`config.mk`:
```
export PLATFORM = sky130hd
export DESIGN_NAME = four_two_encoder_pipe
export DESIGN_NICKNAME = d
export VERILOG_FILES = /design/src/rtl/four_two_encoder_pipe.sv
export SDC_FILE = /design/constraint.sdc
export NUM_CORES = 1
export LEC_CHECK = 0
export ABC_AREA = 1
export BUFFER_PORTS_ARGS = -buffer_cell sky130_fd_sc_hd__buf_2
export CORE_MARGIN = 3
export CORE_UTILIZATION = 25
export CTS_CLUSTER_SIZE = 16
export DETAILED_ROUTE_END_ITERATION = 16
export PLACE_DENSITY = 0.5
export SLEW_MARGIN = 20
export SYNTH_ARGS = -nofsm -noshare
export SYNTH_HDL_FRONTEND = slang
export SYNTH_SLANG_ARGS = --single-unit
export TNS_END_PERCENT = 50
```
`constraint.sdc`:
```
create_clock -name clk -period 2.7 [get_ports clk]
set_input_delay 0 -clock clk [delete_from_list [all_inputs] [get_ports clk]]
set_output_delay 0 -clock clk [all_outputs]
set_load 0.02 [all_outputs]
```
`src/rtl/four_two_encoder_pipe.sv`:
```
// Streaming 4-to-2 one-hot encoder with a small output FIFO and a saturating error counter.
// Optional build macro: FOUR_TWO_ENCODER_PRIORITY_EN (multi-hot words encode to the highest set bit).
module four_two_encoder_pipe #(
    parameter int DEPTH = 2,
    parameter int CNT_W = 8
) (
    input  logic             clk,
    input  logic             rst_n,
    input  logic             d_valid,
    output logic             d_ready,
    input  logic [3:0]       d,
    output logic             y_valid,
    input  logic             y_ready,
    output logic [1:0]       y,
    output logic             err,
    input  logic             clr_cnt,
    output logic [CNT_W-1:0] err_cnt
);

    localparam int PTR_W = $clog2(DEPTH);
    localparam logic [PTR_W:0] COUNT_FULL = (PTR_W+1)'(DEPTH);

    logic [2:0]       mem [DEPTH];
    logic [PTR_W-1:0] wr_ptr;
    logic [PTR_W-1:0] rd_ptr;
    logic [PTR_W:0]   count;
    logic [1:0]       enc_y;
    logic             enc_err;
    logic             push;
    logic             pop;
    logic [2:0]       head;

    always_comb begin
        enc_y   = '0;
        enc_err = 1'b0;
`ifdef FOUR_TWO_ENCODER_PRIORITY_EN
        casez (d)
            4'b1???: enc_y = 2'd3;
            4'b01??: enc_y = 2'd2;
            4'b001?: enc_y = 2'd1;
            4'b0001: enc_y = 2'd0;
            default: enc_err = 1'b1;
        endcase
`else
        case (d)
            4'b0001: enc_y = 2'd0;
            4'b0010: enc_y = 2'd1;
            4'b0100: enc_y = 2'd2;
            4'b1000: enc_y = 2'd3;
            default: enc_err = 1'b1;
        endcase
`endif
    end

    // Ready depends only on registered occupancy, so a full FIFO never passes through.
    assign d_ready = (count != COUNT_FULL);
    assign y_valid = (count != '0);
    assign push    = d_valid && d_ready;
    assign pop     = y_valid && y_ready;
    assign head    = mem[rd_ptr];
    assign y       = y_valid ? head[1:0] : '0;
    assign err     = y_valid ? head[2]   : 1'b0;

    always_ff @(posedge clk) begin
        if (push) begin
            mem[wr_ptr] <= {enc_err, enc_y};
        end
    end

    always_ff @(posedge clk or negedge rst_n) begin
        if (!rst_n) begin
            wr_ptr <= '0;
            rd_ptr <= '0;
            count  <= '0;
        end else begin
            if (push) begin
                wr_ptr <= wr_ptr + PTR_W'(1);
            end
            if (pop) begin
                rd_ptr <= rd_ptr + PTR_W'(1);
            end
            if (push && !pop) begin
                count <= count + 1'b1;
            end else if (pop && !push) begin
                count <= count - 1'b1;
            end
        end
    end

    always_ff @(posedge clk or negedge rst_n) begin
        if (!rst_n) begin
            err_cnt <= '0;
        end else if (clr_cnt) begin
            err_cnt <= '0;
        end else if (push && enc_err && (err_cnt != '1)) begin
            err_cnt <= err_cnt + 1'b1;
        end
    end

endmodule

```
; ---- Word level (Yosys, flattened, before mapping)
; Memory sizes are Yosys's and may differ from the RTL's.
; Cells that the tools add are included.
[word_totals]
register_bits = 12
elab_cells = 38
mem_bits_rw = 6
n_memories = 1
input_bits = 9
[mem_list]
columns = memory, words, word_bits, read_ports, rd_clocked_by_memory_dff, wr, line
row1 = mem, 2, 3, 1, 0, 1, 23  ; logic [2:0] mem [DEPTH];
[op_classes]
addsub = 5
n_eq_ne = 6
reduce_logical = 12
n_mux = 10
[ops]
columns = op, count
row1 = 8-bit 2-to-1 mux, 2
row2 = 8-bit by 1-bit adder with 8-bit output (second input constant), 1
row3 = 8-bit inequality test (second input constant), 1
row4 = 1-bit logical AND, 6
row5 = 2-bit 2-to-1 mux, 3
row6 = 2-bit one-hot mux with 3 select lines, 1
row7 = 2-bit nonzero test, 3
row8 = 4-bit by 1-bit == test with 1-bit output (second input constant), 1
row9 = 4-bit by 2-bit == test with 1-bit output (second input constant), 1
row10 = 4-bit by 3-bit == test with 1-bit output (second input constant), 1
row11 = 4-bit == test (second input constant), 1
row12 = 1-bit 2-to-1 mux, 4
row13 = 4-bit OR reduction, 1
row14 = 1-bit adder (second input constant), 2
row15 = 2-bit by 1-bit adder with 2-bit output (second input constant), 1
row16 = 1-bit logical NOT, 2
row17 = 2-bit inequality test (second input constant), 1
row18 = 2-bit by 1-bit subtractor with 2-bit output (second input constant), 1

; ---- Longest topological paths before layout
; Gate-level depths: netlist of the first run.
[logic_depth]
word_depth = 7
mapped_depth = 8

; ---- Least setup slack after synthesis of the first run
; OpenSTA, ideal clock, no wires.
[synth_timing]
kind = register to register
startpoint = register count[1]
endpoint = register count[1]
arrival_ns = 1.463
required_ns = 2.574
n_path_buf = 0
path_stages_with_launch = 8
setup_ns = 0.126
period_less_slack_ns = 1.589
setup_slack_ns = 1.111
cell_sequence = dfrtp_1 nor2_1 inv_1 nand2_1 ha_1 a21oi_1 o21ai_0 xnor2_1
[synth_between]
elab_chain_len = 5
word_cells_on_any_way = 13
[synth_lines]
columns = element, line
row1 = "start, declared", 26  ; logic [PTR_W:0] count;
row2 = "start signal, assigned", 83  ; count <= count + 1'b1;
row3 = "start signal, assigned", 85  ; count <= count - 1'b1;
row4 = 2-bit nonzero test (*), 57  ; assign y_valid = (count != '0);
row5 = named net y_valid, 12  ; output logic y_valid,
row6 = 1-bit logical AND (*), 59  ; assign pop = y_valid && y_ready;
row7 = 1-bit logical NOT, 82  ; if (push && !pop) begin
row8 = 1-bit logical AND, 82
row9 = 2-bit 2-to-1 mux / 2-bit nonzero test (equally long branches), -
; Mark *: on every way through the listed nets, which the timed path passes. The rest lies on a longest branch. The select of a mux whose other input is x is not followed.
; A chain may end at the register's enable or synchronous reset.

; ---- Worst setup path in the final report of the first run
[layout_timing]
startpoint = register count[1]
endpoint = register count[1]
[layout_between]
elab_chain_len = 5
word_cells_on_any_way = 13
[layout_lines]
columns = element
row1 = branches (longest 5 deep; another with 2-bit by 1-bit subtractor with 2-bit output)
; Several ways; the timed one is not identified. The select of a mux whose other input is x is not followed.

==> results of run 1 <==
## cells in the final DEF (no fill, tap or decap)
cell           synthesis  final
a21boi_4               1      1
a21oi_1                5      5
buf_2                  0     21
clkbuf_8               0      3
clkinv_1               1      2
dfrtp_1               12     12
dlygate4sd3_1          0      1
edfxtp_1               6      6
ha_1                   2      2
inv_1                 18     18
inv_2                  1      1
nand2_1               33     33
nand3_1               22     22
nand3_2                1      1
nand4_2                1      1
nor2_1                11     11
nor2_2                 1      1
nor2_4                 1      1
o21ai_0                1      1
o31ai_1                1      1
xnor2_1                3      3
xor2_1                 4      4
## worst max-delay path: cells and delay by family (launching register included)
kind            cells  cell delay, ps
fa+ha+maj           1             260
simple gates        2             370
flops               1             450
compound gates      2             230
buf+inv             1              90
xor+xnor            1             140
## layer usage
metal	part of all wire, %	track usage [%]	up-vias
li1	-	-	450
met1	45	10.8	400
met2	49	15.6	18
met3	5.4	3.48	2
met4	0.37	1.28	0
met5	0	0	-
## logic make-up (layout without fill, tap and decap cells)
group / Yosys count / after routing / share of synthesized area, %
AND/OR/NAND/NOR: 70 / 70 / 31.0
buffers and inverters: 21 / 46 / 7.75
flip-flops: 18 / 18 / 47.2
AO/OA/AOI/OAI: 8 / 8 / 5.53
XOR/XNOR: 7 / 7 / 6.03
adder cells (fa/ha/maj): 2 / 2 / 2.46
## metrics by stage
step | hold slack [ps] | instance area (um2)
after floorplan | -296 | 1020
after global placement | -81.9 | 1180
after detailed placement | -95.2 | 1180
after CTS | 33.7 | 1230
after global routing | 38.2 | 1230
final | 38.5 | 1230
## final timing paths
| path | end | slack (ps) | depth (start not counted) |
|---|---|---|---|
| max | count[1] | 1050 | 7 |
| min | rd_ptr | 40 | 3 |
| max reg2reg | count[1] | 1050 | 7 |
| min reg2reg | count[0] | 540 | 1 |
| max in group asynchronous | err_cnt[2] | 2290 | 2 |
| min in group asynchronous | count[0] | 170 | 2 |
## area by class of cell
| type | count | area [um2] | area share, % |
|---|---|---|---|
| Clock inverter | 1 | 3.75 | 0.304 |
| Tap cell | 48 | 60.1 | 4.87 |
| Sequential cell | 18 | 480 | 38.9 |
| Timing Repair Buffer | 22 | 115 | 9.33 |
| Multi-Input combinational cell | 87 | 458 | 37.1 |
| Clock buffer | 3 | 41.3 | 3.35 |
| Inverter | 20 | 75.1 | 6.09 |
## sequential cells by signal (all words and copies together), names as in the netlist
| name | flops |
|---|---|
| wr_ptr | 1 |
| rd_ptr | 1 |
| count | 2 |
| err_cnt | 8 |
| mem | 6 |
## power groups by stage
stage | combinational [W] | sequential, W | clock, W
final | 0.000356 | 0.000393 | 0.000188
after global routing | 0.000396 | 0.000401 | 0.000209
after CTS | 0.000361 | 0.000394 | 0.000194
after detailed placement | 0.000358 | 0.000399 | 0
after global placement | 0.000348 | 0.000395 | 0
after floorplan | 0.000251 | 0.000395 | 0
==> results.md, run 1 <==
* Source of the worst register-to-register timing path: count[1]
* Crit path from: count[1]
* Gate Count Post-Synth at between 100 and 150
* Most common flop cell mapped by yosys: dfrtp_1
* Sort of element at the start of the critical path: register
* Syn nets at between 100 and 150
* Critical Path Slowest Stage Cell: dfrtp_1
* Seq/Total Area, Yosys at a little under half
* Post-CTS Setup Repair Bufs at 0
* Pin count of the biggest net entering global routing at 17
* Cell accounting for the most synthesized area: dfrtp_1
* Clk buf depth at 2
* Data arrival, critical path at about 1800 ps
* Top-Level Pins at 22
* Category of the critical setup timing path: reg2reg
* Library cell with the highest instance count after synthesis: nand2_1
* Antenna cell count at 0
* Number of buffers inserted for hold repair after clock tree synthesis at 1
* Number of filler instances in the final layout at approximately 420
* Final std cells w/o fill at 199
* Global routing usage summed across all routing layers at a little under a tenth
* Floorplan Core Area at 3800 um2
* CTS H-Tree Depth at 1
* Clk pwr share at between 20% and 30%
* Max Cap Viol at 0
* Final Wtd Congestion at 0.770
* Switching power summed over all nets at between 0.0003 and 0.0004 W
* P_leak at roughly 0.66 nW
* P&R area growth vs syn at 21.3%
* Total power of the final layout at between 0.0009 and 0.001 W
* Synthesized cell area at ~1000 um2
* Launch point of the worst hold path: y_ready
* Unique cell type count in the Yosys netlist at 20
* Number of warning messages in the yosys log at 0
* Max-slew violations at 0
* Worst path required time at between 2000 and 3000 ps
* Final wirelength at between 2000 and 2500 um
* CTS Buf Count at 3
* Initial standard-cell utilization of the core at between 20 and 30%
* Clock latency of the later-clocked register in the worst-skew pair at 250 ps
* Fin. Hold Viols at 0
* Sequential fraction of design power at a little over two fifths
* Top area cells in the synthesized netlist: dfrtp_1 30%, edfxtp_1 18%, nand2_1 12%
* CTS Root Cell: clkbuf_8
* Final setup viols at 0
* Sum of net half-perimeters after detailed placement at 1660 um
* Number of vias in the routed layout at between 800 and 900
* First-pass DRT Iterations at 4
* Run status: completed
* Setup repair after global routing missed its margin: no
* Clock sink count at 18
* Logic pwr share at a little under two fifths
* Vias in the first global route at a little over 800
* Final Critical Period at 1650 ps
* Chain of cells forming the critical path: nor2_1, inv_1, nand2_1, ha_1, a21oi_1, o21ai_0, xnor2_1
* Worst ir drop on vdd at a little under 0.0003 V
* Relative slew slack at between 60% and 70%
* Rows at 22
* Routed wirelength normalized by instance count at between 10 and 15 um
* Total placed cells including tap cells at around 190
* Global-route wire length before repair at 3570 um
* Number of antenna violations at the first check in global routing at 0
* Cell Pwr Density at 759 nW/um2
* Worst Tran Pin Value at 460 ps
* Fraction of final layout cells sized beyond drive strength 1 at approximately 20%
* Drt first-iter violations at 28
* Global route total overflow at 0
* #FFs+latches synth at 18
* Worst path max stage delay at roughly 450 ps
* Min setup slack post-route at 1050 ps
* Post-synth EDFFs at 6
* Final sum of negative setup slack at 0 ps
* Final Skew at approximately 3.5 ps
* Area fraction of the dominant cell type after synthesis at between 20% and 30%
* Proportion of total power due to net switching at about two fifths
* Antenna violation net count after detailed routing at 0
* Die X-Extent at 69.8 um
* Internal portion of total power at 0.000571 W
* Period Utilization, post-route at about three fifths
* Die area at about 4900 um2
* Via-to-Cell Ratio at 4.37
* Post-Syn Area per Cell at between 8 and 9 um2
* Number of gates resized after CTS at 0
* Die Height at around 70 um
* Clk pin slew, worst setup/hold paths at 70 ps
* Top fanout value on the critical path at 4
* List of most frequent post-synthesis cells: 33 x nand2_1, 22 x nand3_1, 18 x inv_1
* FMAX at between 0.6 and 0.7 GHz
* Finished Core Util at between 30% and 40%
* Hold Crit Class: in2reg
* Post-placement setup slack at 1060 ps
* Input/output buffers at 21
* Type of destination of the critical path: register
* FFs w/ async S/R, synth at 66.7%
* # nets final at approximately 160
* Clock tree from TritonCTS: yes
* DRC violation count after routing at 0
(Power assumes the default switching activity.)
==> run 2: changes to the inputs <==
ABC_AREA = 0   (was 1)
clock period = 1.7 ns   (was 2.7 ns; I/O delays follow)
==> results.md, run 2 <==
* Post-synth EDFFs at 6
* Fraction of final layout cells sized beyond drive strength 1 at between 30% and 40%
* Most common library cell in the layout ignoring fill and taps: buf_2
* Final Skew at approximately 3.4 ps
* Synthesized cell area at around 960 um2
* Worst path max stage delay at about 470 ps
* Clock latency of the later-clocked register in the worst-skew pair at 250 ps
* Run status: completed
* Global routing usage summed across all routing layers at between 10% and 20%
* Combinational family with the most area after synthesis: simple AND/OR/NAND/NOR gates
* FMAX at between 0.6 and 0.7 GHz
* Number of flip-flops in the largest register at 8
* Highest-count cells in the layout ignoring fill and taps: 21 x buf_2, 14 x buf_4, 11 x dfrtp_1
* Top fanout value on the critical path at 5
* Worst Hold Margin at slightly below 40 ps
* Final Wtd Congestion at 0.869
* Final Critical Period at 1600 ps
* Antenna cell count at 0
* Initial standard-cell utilization of the core at a little over a quarter
* Max-slew violations at 0
* Gate Count Post-Synth at between 90 and 100
* Global-route wire length before repair at slightly below 4000 um
* Sort of element at the start of the critical path: register
* Source of the worst register-to-register timing path: count[1]
* Top-Level Pins at 22
* Drt first-iter violations at 13
* Clk buf depth at 2
* Final Cell Area at around 1300 um2
* CTS Buf Count at 3
* Hold-critical path depth at 2
* XOR/XNOR share of the synthesized area at ~6.4%
* Number of vias in the routed layout at between 800 and 900
* Rows at 21
* Die Height at 68.0 um
* Chain of cells forming the critical path: nor2b_2, inv_2, nand2_1, buf_4, or4_1, a21oi_1
* Input/output buffers at 21
* Fin. Hold Viols at 0
* Routed wirelength normalized by instance count at between 10 and 15 um
* CTS H-Tree Depth at 1
* Final setup viols at 0
* Area fraction of the dominant cell type after synthesis at between 30% and 40%
* Total power of the final layout at around 0.0015 W
* Register-to-Register Path Depth at 6
* Top area cells in the synthesized netlist: dfrtp_1 31%, edfxtp_1 19%, a21oi_1 3.6%
* Worst path required time at around 1900 ps
* P&R area growth vs syn at 32.6%
* Launch point of the worst hold path: clr_cnt
* First-pass DRT Iterations at 2
* Pin count of the biggest net entering global routing at 13
* Worst Tran Pin Value at 448 ps
* Unique cell type count in the Yosys netlist at 36
* # nets final at about 140
* Synthesized-area fraction occupied by adder cells at under 10%
* Destination of the worst hold path: err_cnt[1]
* Setup repair after global routing missed its margin: yes
* Type of destination of the critical path: register
* Clock sink count at 18
* Hold Crit Class: in2reg
* Number of warning messages in the yosys log at 0
* Category of the critical setup timing path: reg2reg
* Max Cap Viol at 0
* CTS Root Cell: clkbuf_8
* Period Utilization, post-route at between 90% and 100%
* Clk pin slew, worst setup/hold paths at approximately 70 ps
* DRC violation count after routing at 0
* Vias in the first global route at about 850
* Library cell with the highest instance count after synthesis: dfrtp_1
* Floorplan Core Area at 3520 um2
* Family of cells with the greatest summed delay on the critical path: simple AND/OR/NAND/NOR gates
* Via-to-Cell Ratio at ~4.8
* #FFs+latches synth at 18
* Synthesized-area fraction occupied by ao, oa, aoi and oai cells at approximately an eighth
* Multi-input combinational cell area at between 400 and 500 um2
* Sum of net half-perimeters after detailed placement at between 1500 and 2000 um
* Endpoint of the most critical register-to-register path: err_cnt[2]
* Die X-Extent at between 60 and 70 um
* Instance area at placement at ~1200 um2
* Number of antenna violations at the first check in global routing at 0
* Relative slew slack at between 70% and 80%
* Die area at 4630 um2
* Global route total overflow at 0
* Most common flop cell mapped by yosys: dfrtp_1
* List of most frequent post-synthesis cells: 12 x dfrtp_1, 9 x nor2_1, 7 x a21oi_1, 7 x inv_1, 6 x edfxtp_1
* Post-synthesis mux area share at 4.29%
* Buffers & Inverters on Critical Path at 2
* Simple-gate portion of the synthesized area at 19.8%
* Critical Path Slowest Stage Cell: or4_1
* Register bank with the most flops: err_cnt
* Antenna violation net count after detailed routing at 0
* Syn nets at 103
* Worst ir drop on vdd at 0.000540 V
* Post-Syn Area per Cell at 10.5 um2
* Number of filler instances in the final layout at roughly 360
* Clock tree from TritonCTS: yes
* Worst-case register-to-register setup slack at ~100 ps
* Final wirelength at around 2200 um
* Sequential cell area in the final layout at just under 500 um2
* Cell Pwr Density at 1210 nW/um2
* P_leak at between 0.5 and 0.6 nW
* Cell accounting for the most synthesized area: dfrtp_1
* Largest registers ranked by flip-flop count: err_cnt: 8 flops, mem: 6 flops, count: 2 flops
* Data arrival, critical path at approximately 1800 ps
* FFs w/ async S/R, synth at ~67%
* Seq/Total Area, Yosys at approximately 50%
[run 2: layout make-up]
type	count	share of cell area [%]
inverter	7	2.06
tap	46	4.51
sequential	18	37.7
clock inverter	1	0.294
multi-input combinational	64	34.9
clock buffer	3	3.24
timing repair buffer	36	17.3
[run 2: cells by family after synthesis]
group	Yosys count
simple gates	33
compound gates	18
flops	18
buf+inv	10
xor+xnor	7
mux	4
fa+ha+maj	2
[run 2: worst max path at each step]
stage	startpoint	endpoint	slack [ps]	cells past startpoint
global route	err_cnt[0]	err_cnt[0]	-4	6
detailed placement	count[1]	err_cnt[0]	50	6
CTS	count[1]	err_cnt[0]	40	6
global placement	count[0]	count[1]	70	7
floorplan	err_cnt[0]	err_cnt[5]	30	5
finish	count[1]	err_cnt[2]	100	6
[run 2: where the power goes]
part | switching (W) | total (W) | internal, W
clock | 0.000133 | 0.000293 | 0.000160
sequential | 0.0000553 | 0.000605 | 0.000549
combinational | 0.000368 | 0.000650 | 0.000282
[run 2: stage by stage]
stage	TNS, ps	setup slack (ps)	instances	util [%]
after floorplan	0	30.7	92	-
final	0	103	175	36.2
after CTS	0	35.7	175	36.0
after detailed placement	0	51.4	170	34.4
after global placement	0	67.3	170	34.4
after global routing	-4.09	-4.09	175	36.2
[run 2: layer usage]
| layer | track usage, % | wire [um] | vias up |
|---|---|---|---|
| met5 | 0 | 0 | - |
| met3 | 3.78 | 125 | 2 |
| met2 | 16.7 | 996 | 21 |
| met4 | 1.49 | 8 | 0 |
| li1 | - | - | 413 |
| met1 | 15.4 | 1090 | 410 |
[run 2: repair_timing]
| action | CTS | global route |
|---|---|---|
| endpoints found under the setup margin | 0 | 7 |
| buffers inserted | 0 | 0 |
| endpoints found under the hold margin | 12 | 0 |
| hold buffers | 1 | 0 |
| resized for setup | 0 | 4 |
==> run 3: changes to the inputs <==
BUFFER_PORTS_ARGS = -buffer_cell sky130_fd_sc_hd__buf_4   (was -buffer_cell sky130_fd_sc_hd__buf_2)
==> results.md, run 3 (same netlist as run 2, synthesis figures left out) <==
* Total power of the final layout at 0.00163 W
* Max Cap Viol at 0
* Final wirelength at 2300 um
* Sort of element at the start of the critical path: register
* Final Critical Period at 1570 ps
* Number of vias in the routed layout at 860
* Die area at 4630 um2
* Antenna cell count at 0
* CTS Buf Count at 3
* FMAX at between 0.6 and 0.7 GHz
* Post-placement setup slack at -1.26 ps
* Cell Pwr Density at approximately 1200 nW/um2
* Register bank with the most flops: err_cnt
* Largest registers ranked by flip-flop count: err_cnt: 8 flops, mem: 6 flops, count: 2 flops
* Worst path required time at roughly 1900 ps
* Sequential fraction of design power at roughly 38%
* Drt first-iter violations at 25
* Top fanout value on the critical path at 5
* Via-to-Cell Ratio at about 5
* Most common library cell in the layout ignoring fill and taps: buf_4
* Clk pwr share at between 10% and 20%
* Worst ir drop on vdd at ~0.0004 V
* Die Height at 68.0 um
* Relative slew slack at a little under three quarters
* Clock latency of the later-clocked register in the worst-skew pair at 260 ps
* Global routing usage summed across all routing layers at 11.3%
* Routed wirelength normalized by instance count at 13.1 um
* Setup repair after global routing missed its margin: no
* Antenna violation net count after detailed routing at 0
* Fraction of final layout cells sized beyond drive strength 1 at between 30 and 40%
* Clock sink count at 18
* Run status: completed
* Worst Tran Pin Value at between 400 and 500 ps
* Number of flip-flops in the largest register at 8
* Sum of net half-perimeters after detailed placement at 1760 um
* P_leak at 0.583 nW
* Max-slew violations at 0
* Global-route wire length before repair at between 3000 and 4000 um
* Clock tree from TritonCTS: yes
* Final std cells w/o fill at ~180
* Initial standard-cell utilization of the core at between 20 and 30%
* Input/output buffers at 21
* CTS H-Tree Depth at 1
* Logic pwr share at 42.8%
* Clk buf depth at 2
* # nets final at between 100 and 150
* Pin count of the biggest net entering global routing at 13
* Number of filler instances in the final layout at approximately 360
* Rows at 21
* Type of destination of the critical path: register
* Proportion of total power due to net switching at between 30% and 40%
* First-pass DRT Iterations at 4
* Top-Level Pins at 22
* DRC violation count after routing at 0
* Worst Hold Margin at 47.5 ps
* Number of antenna violations at the first check in global routing at 0
* Total placed cells including tap cells at between 150 and 200
* Highest-count cells in the layout ignoring fill and taps: 34 x buf_4, 12 x dfrtp_1, 9 x nor2_1
* Internal portion of total power at 0.00105 W
* Final sum of negative setup slack at 0 ps
* Final Skew at slightly above 4 ps
* Global route total overflow at 0
* Die X-Extent at between 60 and 70 um
* Final Wtd Congestion at approximately 0.88
* Switching power summed over all nets at 0.000583 W
* Floorplan Core Area at approximately 3500 um2
* Hold Crit Class: in2reg
* Data arrival, critical path at 1760 ps
* Fin. Hold Viols at 0
* Category of the critical setup timing path: reg2reg
* CTS Root Cell: clkbuf_8
* Period Utilization, post-route at between 90 and 100%
* Clk pin slew, worst setup/hold paths at 70 ps
* Min setup slack post-route at between 100 and 150 ps
* P&R area growth vs syn at 39.0%
* Final setup viols at 0
* Post-CTS Setup Repair Bufs at 0
* Vias in the first global route at between 800 and 900
## run 3: cell count changes in the layout (fill, tap and decap cells not counted), sizes merged
cell,before,now
dlygate4sd3,1,2
buf,35,34
## run 3: final timing paths
kind	from	to	slack (ps)	depth (start not counted)
worst max-delay path	err_cnt[0]	err_cnt[0]	130	6
worst min-delay path	y_ready	rd_ptr	50	3
worst max register to register	err_cnt[0]	err_cnt[0]	130	6
worst min register to register	wr_ptr	wr_ptr	490	1
max in group asynchronous	rst_n	err_cnt[7]	1420	2
min in group asynchronous	rst_n	err_cnt[6]	120	2
## run 3: metrics by stage
stage          cell area [um2]  util [%]
6_report                  1340      38.0
5_1_grt                   1340      38.0
4_1_cts                   1320      37.6
3_5_place_dp              1260      35.7
3_3_place_gp              1260      35.7
2_1_floorplan              962         -
## run 3: area by class of cell
| type | count | area [um2] | area share, % |
|---|---|---|---|
| multi-input combinational | 64 | 453 | 33.9 |
| clock buffer | 3 | 41.3 | 3.09 |
| inverter | 7 | 26.3 | 1.96 |
| clock inverter | 1 | 3.75 | 0.281 |
| sequential | 18 | 480 | 35.9 |
| tap | 46 | 57.6 | 4.30 |
| timing repair buffer | 36 | 275 | 20.6 |
## run 3: power by group through the flow
| stage | Combinational (W) | Clock, W | Sequential (W) |
|---|---|---|---|
| 2_1_floorplan | 0.000400 | 0 | 0.000612 |
| 3_3_place_gp | 0.000671 | 0 | 0.000618 |
| 3_5_place_dp | 0.000680 | 0 | 0.000621 |
| 4_1_cts | 0.000690 | 0.000328 | 0.000615 |
| 5_1_grt | 0.000776 | 0.000342 | 0.000631 |
| 6_report | 0.000697 | 0.000316 | 0.000618 |
## run 3: critical path: stages (launching register included)
cell and delay, ps:
dfrtp_1 390, ha_1 210, nand3_1 90, o211ai_1 180, buf_4 200, or3_1 300
a21oi_1 140
## run 3: repair_timing
| item | in CTS | in global routing |
|---|---|---|
| endpoints found under the setup margin | 1 | 2 |
| resized for setup | 1 | 3 |
| hold buffers | 2 | 0 |
| hold endpoints to repair | 19 | 0 |
| cloned | 0 | 0 |
| pin swaps | 0 | 0 |
## run 3: routing by layer
metal	wire length, um	up-vias	GRT usage, %
li1	-	414	-
met4	19	0	3.72
met2	1030	37	16.7
met5	0	-	0
met3	156	3	4.11
met1	1090	406	15.3
